File: src/rtl/sdio_cmd_phy_if.sv
// Command-path bundle between the CMD pin / command decoder and the SD CMD-line PHY.
// master = PHY side, slave = pad + decoder side.
interface sdio_cmd_phy_if;
    logic        cmd_in;
    logic        cmd_out;
    logic        cmd_oe;
    logic        req_valid;
    logic [5:0]  req_cmd;
    logic [31:0] req_arg;
    logic        resp_valid;
    logic [31:0] resp_arg;
    logic        crc_err;
    logic        resp_timeout;

    modport master (
        input  cmd_in, resp_valid, resp_arg,
        output cmd_out, cmd_oe, req_valid, req_cmd, req_arg, crc_err, resp_timeout
    );

    modport slave (
        output cmd_in, resp_valid, resp_arg,
        input  cmd_out, cmd_oe, req_valid, req_cmd, req_arg, crc_err, resp_timeout
    );
endinterface

File: src/rtl/sdio_cmd_phy.sv
// SD CMD-line PHY: receives 48-bit host command frames, checks dir/CRC7/end bit, strobes them
// to the decoder, then serialises the decoder's response frame after an NCR gap.
module sdio_cmd_phy #(
    parameter int NCR          = 2,
    parameter int RESP_TIMEOUT = 64
) (
    input  logic            clk,
    input  logic            rst_n,
    sdio_cmd_phy_if.master  bus
);

    localparam int CMAX = ((NCR > RESP_TIMEOUT) ? NCR : RESP_TIMEOUT) + 1;
    localparam int CW   = $clog2(CMAX + 1);
    localparam logic [CW-1:0] NCR_C = CW'(NCR);
    localparam logic [CW-1:0] RTO_C = CW'(RESP_TIMEOUT);

    typedef enum logic [2:0] {IDLE, RX, WAIT_RESP, GAP, TX} state_e;

    function automatic logic [6:0] crc7_step(input logic [6:0] c, input logic b);
        logic fb;
        fb = b ^ c[6];
        return {c[5:0], 1'b0} ^ (fb ? 7'h09 : 7'h00);
    endfunction

    function automatic logic [6:0] crc7_40(input logic [39:0] d);
        logic [6:0] c;
        c = '0;
        for (int i = 39; i >= 0; i--) c = crc7_step(c, d[i]);
        return c;
    endfunction

    state_e        state_q;
    logic [5:0]    bcnt_q;
    logic [45:0]   rx_sr_q;
    logic [6:0]    rx_crc_q;
    logic [CW-1:0] cnt_q;
    logic [47:0]   tx_sr_q;
    logic [5:0]    tx_cnt_q;
    logic          cmd_out_q, cmd_oe_q;
    logic          req_valid_q, crc_err_q, resp_timeout_q;
    logic [5:0]    req_cmd_q;
    logic [31:0]   req_arg_q;

    logic [6:0]    rx_crc_d;
    logic [CW-1:0] cnt_d;
    logic [39:0]   resp_hdr_d;
    logic [47:0]   resp_frame_d;

    assign rx_crc_d     = crc7_step(rx_crc_q, bus.cmd_in);
    assign cnt_d        = (cnt_q == '1) ? cnt_q : cnt_q + 1'b1;
    // Response echoes the accepted command index with dir=0.
    assign resp_hdr_d   = {1'b0, 1'b0, req_cmd_q, bus.resp_arg};
    assign resp_frame_d = {resp_hdr_d, crc7_40(resp_hdr_d), 1'b1};

    always_ff @(posedge clk or negedge rst_n) begin
        if (!rst_n) begin
            state_q        <= IDLE;
            bcnt_q         <= '0;
            rx_sr_q        <= '0;
            rx_crc_q       <= '0;
            cnt_q          <= '0;
            tx_sr_q        <= '0;
            tx_cnt_q       <= '0;
            cmd_out_q      <= 1'b1;
            cmd_oe_q       <= 1'b0;
            req_valid_q    <= 1'b0;
            req_cmd_q      <= '0;
            req_arg_q      <= '0;
            crc_err_q      <= 1'b0;
            resp_timeout_q <= 1'b0;
        end else begin
            req_valid_q    <= 1'b0;
            crc_err_q      <= 1'b0;
            resp_timeout_q <= 1'b0;
            case (state_q)
                IDLE: begin
                    if (!bus.cmd_in) begin
                        state_q  <= RX;
                        bcnt_q   <= 6'd46;
                        rx_crc_q <= '0;
                    end
                end
                RX: begin
                    // rx_sr_q holds bits 46..1 once the end bit arrives; the start bit is
                    // always 0 so it leaves a zero-init CRC unchanged and is not shifted in.
                    rx_sr_q <= {rx_sr_q[44:0], bus.cmd_in};
                    if (bcnt_q >= 6'd8) rx_crc_q <= rx_crc_d;
                    if (bcnt_q != 6'd0) begin
                        bcnt_q <= bcnt_q - 6'd1;
                    end else if (rx_sr_q[45] && (rx_sr_q[6:0] == rx_crc_q) && bus.cmd_in) begin
                        req_valid_q <= 1'b1;
                        req_cmd_q   <= rx_sr_q[44:39];
                        req_arg_q   <= rx_sr_q[38:7];
                        cnt_q       <= {{(CW-1){1'b0}}, 1'b1};
                        state_q     <= WAIT_RESP;
                    end else begin
                        crc_err_q <= 1'b1;
                        state_q   <= IDLE;
                    end
                end
                WAIT_RESP: begin
                    // cnt_q equals the number of edges since the end-bit edge.
                    cnt_q <= cnt_d;
                    if (bus.resp_valid) begin
                        tx_sr_q <= resp_frame_d;
                        state_q <= GAP;
                    end else if (cnt_q >= RTO_C) begin
                        resp_timeout_q <= 1'b1;
                        state_q        <= IDLE;
                    end
                end
                GAP: begin
                    if (cnt_q >= NCR_C) begin
                        cmd_oe_q  <= 1'b1;
                        cmd_out_q <= tx_sr_q[47];
                        tx_sr_q   <= {tx_sr_q[46:0], 1'b1};
                        tx_cnt_q  <= 6'd47;
                        state_q   <= TX;
                    end else begin
                        cnt_q <= cnt_d;
                    end
                end
                TX: begin
                    if (tx_cnt_q != 6'd0) begin
                        cmd_out_q <= tx_sr_q[47];
                        tx_sr_q   <= {tx_sr_q[46:0], 1'b1};
                        tx_cnt_q  <= tx_cnt_q - 6'd1;
                    end else begin
                        cmd_oe_q  <= 1'b0;
                        cmd_out_q <= 1'b1;
                        state_q   <= IDLE;
                    end
                end
                default: state_q <= IDLE;
            endcase
        end
    end

    assign bus.cmd_out      = cmd_out_q;
    assign bus.cmd_oe       = cmd_oe_q;
    assign bus.req_valid    = req_valid_q;
    assign bus.req_cmd      = req_cmd_q;
    assign bus.req_arg      = req_arg_q;
    assign bus.crc_err      = crc_err_q;
    assign bus.resp_timeout = resp_timeout_q;

endmodule
File: src/flat_wrapper.sv
// flat-port wrapper written by rule: the top's interface ports become plain ports
module sdio_cmd_phy_flat 
#(
    parameter int NCR          = 2,
    parameter int RESP_TIMEOUT = 64
)
  (clk, rst_n, bus_cmd_in, bus_resp_valid, bus_resp_arg, bus_cmd_out, bus_cmd_oe, bus_req_valid, bus_req_cmd, bus_req_arg, bus_crc_err, bus_resp_timeout);
  sdio_cmd_phy_if bus_i ();
  input  logic clk;
  input  logic rst_n;
  input wire logic [$bits(bus_i.cmd_in)-1:0] bus_cmd_in;
  input wire logic [$bits(bus_i.resp_valid)-1:0] bus_resp_valid;
  input wire logic [$bits(bus_i.resp_arg)-1:0] bus_resp_arg;
  output wire logic [$bits(bus_i.cmd_out)-1:0] bus_cmd_out;
  output wire logic [$bits(bus_i.cmd_oe)-1:0] bus_cmd_oe;
  output wire logic [$bits(bus_i.req_valid)-1:0] bus_req_valid;
  output wire logic [$bits(bus_i.req_cmd)-1:0] bus_req_cmd;
  output wire logic [$bits(bus_i.req_arg)-1:0] bus_req_arg;
  output wire logic [$bits(bus_i.crc_err)-1:0] bus_crc_err;
  output wire logic [$bits(bus_i.resp_timeout)-1:0] bus_resp_timeout;
  assign bus_i.cmd_in = bus_cmd_in;
  assign bus_i.resp_valid = bus_resp_valid;
  assign bus_i.resp_arg = bus_resp_arg;
  assign bus_cmd_out = bus_i.cmd_out;
  assign bus_cmd_oe = bus_i.cmd_oe;
  assign bus_req_valid = bus_i.req_valid;
  assign bus_req_cmd = bus_i.req_cmd;
  assign bus_req_arg = bus_i.req_arg;
  assign bus_crc_err = bus_i.crc_err;
  assign bus_resp_timeout = bus_i.resp_timeout;
  sdio_cmd_phy #(.NCR(NCR), .RESP_TIMEOUT(RESP_TIMEOUT)) u_core (.clk(clk), .rst_n(rst_n), .bus(bus_i));
endmodule
File: config.mk
export PLATFORM = sky130hd
export DESIGN_NAME = sdio_cmd_phy_flat
export DESIGN_NICKNAME = d
export VERILOG_FILES = /design/src/rtl/sdio_cmd_phy_if.sv /design/src/rtl/sdio_cmd_phy.sv /design/src/flat_wrapper.sv
export SDC_FILE = /design/constraint.sdc
export NUM_CORES = 1
export LEC_CHECK = 0
export CORE_ASPECT_RATIO = 0.6
export CORE_MARGIN = 2
export CORE_UTILIZATION = 55
export DETAILED_ROUTE_END_ITERATION = 16
export PLACE_DENSITY = 0.77
export SYNTH_ARGS = -nofsm -noshare
export SYNTH_HDL_FRONTEND = slang
export SYNTH_SLANG_ARGS = --single-unit
File: constraint.sdc
create_clock -name clk -period 3.3 [get_ports clk]
set_clock_uncertainty 0.05 [all_clocks]
set_input_delay 0.99 -clock clk [delete_from_list [all_inputs] [get_ports clk]]
set_output_delay 0.99 -clock clk [all_outputs]
set_load 0.05 [all_outputs]
==> metrics <==
minimum clock period after layout 3210 ps; class of the tightest hold or removal check reg -> reg; dominant combinational cell family by area after synthesis simple AND/OR/NAND/NOR gates; area of the die 15,300 µm²; fraction of final layout cells with drive strength greater than 1 0.157; worst vdd rail ir drop 422 µV; global route total overflow 0; post-synth design cell area 7850 µm²; crit share post-route 0.973; number of rows created at floorplan 33; number of nets produced by synthesis 771; Static Leak 0.00486 µW; number of H-tree levels 4; flip-flop cell with the highest count after synthesis sky130_fd_sc_hd__dfrtp_1; Routed wire per std cell 16.6 µm; Least-Margin Pin Slew around 780 ps; Total Routing Usage GR 0.247; Final Hold Vio Count 0; type of element launching the critical path input port; area delta synth->final 23.5%; Most Used Layer, Global Route met2; via count of the first global-routing pass 5,774; worst setup path category in -> reg; synthesized instance count about 730; most used cells in the layout excluding fill and tap cells sky130_fd_sc_hd__nand2_1 (198), sky130_fd_sc_hd__dfrtp_1 (165), sky130_fd_sc_hd__clkdlybuf4s50_1 (77); TritonCTS Sinks about 170; worst relative slew slack 0.482; root buffer cell sky130_fd_sc_hd__clkbuf_16; Final Max Slew Viols 0; number of library cell types mapped by synthesis 41; beginning of the worst register-to-register path u_core.bus.req_cmd[1]; critical path launch point bus_resp_arg[26]; Antenna diodes 0; hold bufs inserted after CTS 0; number of synthesis warnings 0; Hold Worst Slack between 400 and 500 ps; number of DRC markers in iteration 0 436; area of all placed cells without fillers 9700 µm²; clock latency on the worst-skew pair between 400 and 500 ps; largest net degree at the start of global routing 95; critical path fanouts, max 2; number of nets in the layout 872; die height between 90 and 100 µm; clock tree from TritonCTS yes; number of storage elements in the synthesis netlist 166; met1 demand-to-capacity share in global routing 0.344; number of enable flip-flop cells after synthesis 0; end-of-flow core utilization 0.703; largest buffer count on any clock path 2; compound-cell area share of the yosys netlist 0.0599; Setup-failing EPs final 0; area leader, netlist sky130_fd_sc_hd__dfrtp_1; Chip Width around 160 µm; share of flip-flops with an asynchronous set or reset after synthesis 1.00; critical hold path startpoint u_core.bus.req_arg[18]; # port buffers 78; Simple-Gate Fraction of Synth Area 0.132; io pins 79; total wire length roughly 17,000 µm; core area 13,800 µm²; Sum Neg Setup Slack 0 ps; met2 Usage GRT 0.386; RSZ-0062 raised after global routing false; remaining routing DRC violations 0; drt first pass iters 5; most frequent standard cell in the layout excluding fill and tap cells sky130_fd_sc_hd__nand2_1; global placement routability congestion 0.859; first-pass GRT wire length ~29,000 µm; Setup crit end kind register; result of the run finished clean; Cell Pwr Density 788 nW/µm²; Seq/Total Area, Yosys 0.529; mean post-synth cell area roughly 11 µm²; Post-DP HPWL 11,700 µm; area share of xor/xnor cells in the synthesized design 0.121; number of vias after detailed routing 5,564; number of antenna violations at the first check in global routing 0; share of the synthesized area in the top cell type 0.526; post-synthesis mux area share 0.126; initial standard-cell utilization of the core 0.569; instance area after placement 9080 µm²; data arrival at the endpoint of the critical path 3470 ps; Max-Cap Viols 0; WP data required 3560 ps; total power consumption of the routed design 7640 µW; remaining antenna violation count after routing 0; highest attainable clock frequency 311 MHz; share of synthesized cell area in full adder, half adder and majority cells 0.00956; met3 global-route usage 0.0522; Reg clk slew, reported paths 70 ps; drt via density 5.38; main area contributors after synthesis sky130_fd_sc_hd__dfrtp_1 (53%), sky130_fd_sc_hd__nand2_1 (9.5%), sky130_fd_sc_hd__mux2_2 (7.0%); TritonCTS buffer count 17
cell usage after synthesis (all sizes together), types with 2 or more instances:
cell type	count
nand2	198
dfrtp	165
o21ai	63
mux2	49
xnor2	48
mux2i	44
clkbuf	26
xor2	18
nor2	15
xnor3	13
a21oi	11
inv	10
buf	8
nand3	8
ha	6
nand2b	5
nor3	5
nor4	5
and3	4
nor2b	4
xor3	3
and2	2
nand4	2
o2bb2ai	2
o32a	2
path summary, 6_finish.rpt:
path	to	slack, ps	depth (start not counted)
min	u_core.bus.req_arg[18]	430	2
max in group asynchronous	u_core.tx_sr_q[17]	1840	2
min in group asynchronous	u_core.rx_crc_q[1]	560	1
min reg2reg	u_core.bus.req_arg[18]	430	2
max	u_core.tx_sr_q[3]	90	8
max reg2reg	u_core.tx_sr_q[3]	620	7
stage by stage:
step | std cells | setup slack (ps)
global route | 1035 | 13.1
global placement | 1003 | -361
detailed placement | 1003 | -425
finish | 1035 | 88.2
CTS | 1035 | 7.26
floorplan | 729 | 260
logic make-up (layout without fill, tap and decap cells):
kind of cell / after synthesis / count (layout)
flip-flops: 166 / 166
adder cells (fa/ha/maj): 6 / 6
AND/OR/NAND/NOR: 253 / 253
AO/OA/AOI/OAI: 85 / 85
XOR/XNOR: 82 / 82
buffers and inverters: 44 / 158
multiplexers: 93 / 93
where the power goes:
part           internal [µW]  leakage, µW  total (µW)  switching (µW)
clock network           1070     0.000276        1960             893
logic                   1310      0.00241        2690            1380
registers               2560      0.00218        2980             424
total                   4940      0.00486        7640            2700
flip-flops by register name, summed over array words and instances (netlist names), 3 cells and up:
register and count:
u_core.tx_sr_q 48, u_core.tx_cnt_q 6, u_core.bus.req_cmd 6, u_core.bus.req_arg 32, u_core.rx_sr_q 46, u_core.cnt_q 7, u_core.state_q 3, u_core.bcnt_q 6
u_core.rx_crc_q 7
routing by layer:
| metal | vias up | share of wire |
|---|---|---|
| met5 | - | 0 |
| met4 | 0 | 0.020 |
| met3 | 31 | 0.053 |
| met2 | 161 | 0.45 |
| met1 | 2725 | 0.48 |
| li1 | 2647 | - |
worst max-delay path, cell delays in order:
cell and delay, ps:
sky130_fd_sc_hd__clkdlybuf4s50_1 540, sky130_fd_sc_hd__xor2_2 190, sky130_fd_sc_hd__xnor3_1 370, sky130_fd_sc_hd__xnor3_1 410
sky130_fd_sc_hd__xnor3_2 440, sky130_fd_sc_hd__xnor2_1 180, sky130_fd_sc_hd__o21ai_1 90, sky130_fd_sc_hd__mux2_2 270
timing repair:
item | in CTS | in global routing
gates resized for setup | 0 | 5
setup buffers | 0 | 0
setup endpoints to repair | 0 | 5
endpoints found under the hold margin | 0 | 0
cell type report:
cell class / count / area [µm²]
clock inverter: 15 / 163
inverter: 10 / 37.5
timing repair buffer: 116 / 1090
clock buffer: 17 / 425
tap: 192 / 240
sequential: 166 / 4160
fill: 1027 / 4100
multi-input combinational: 519 / 3580
(Power assumes the default switching activity.)
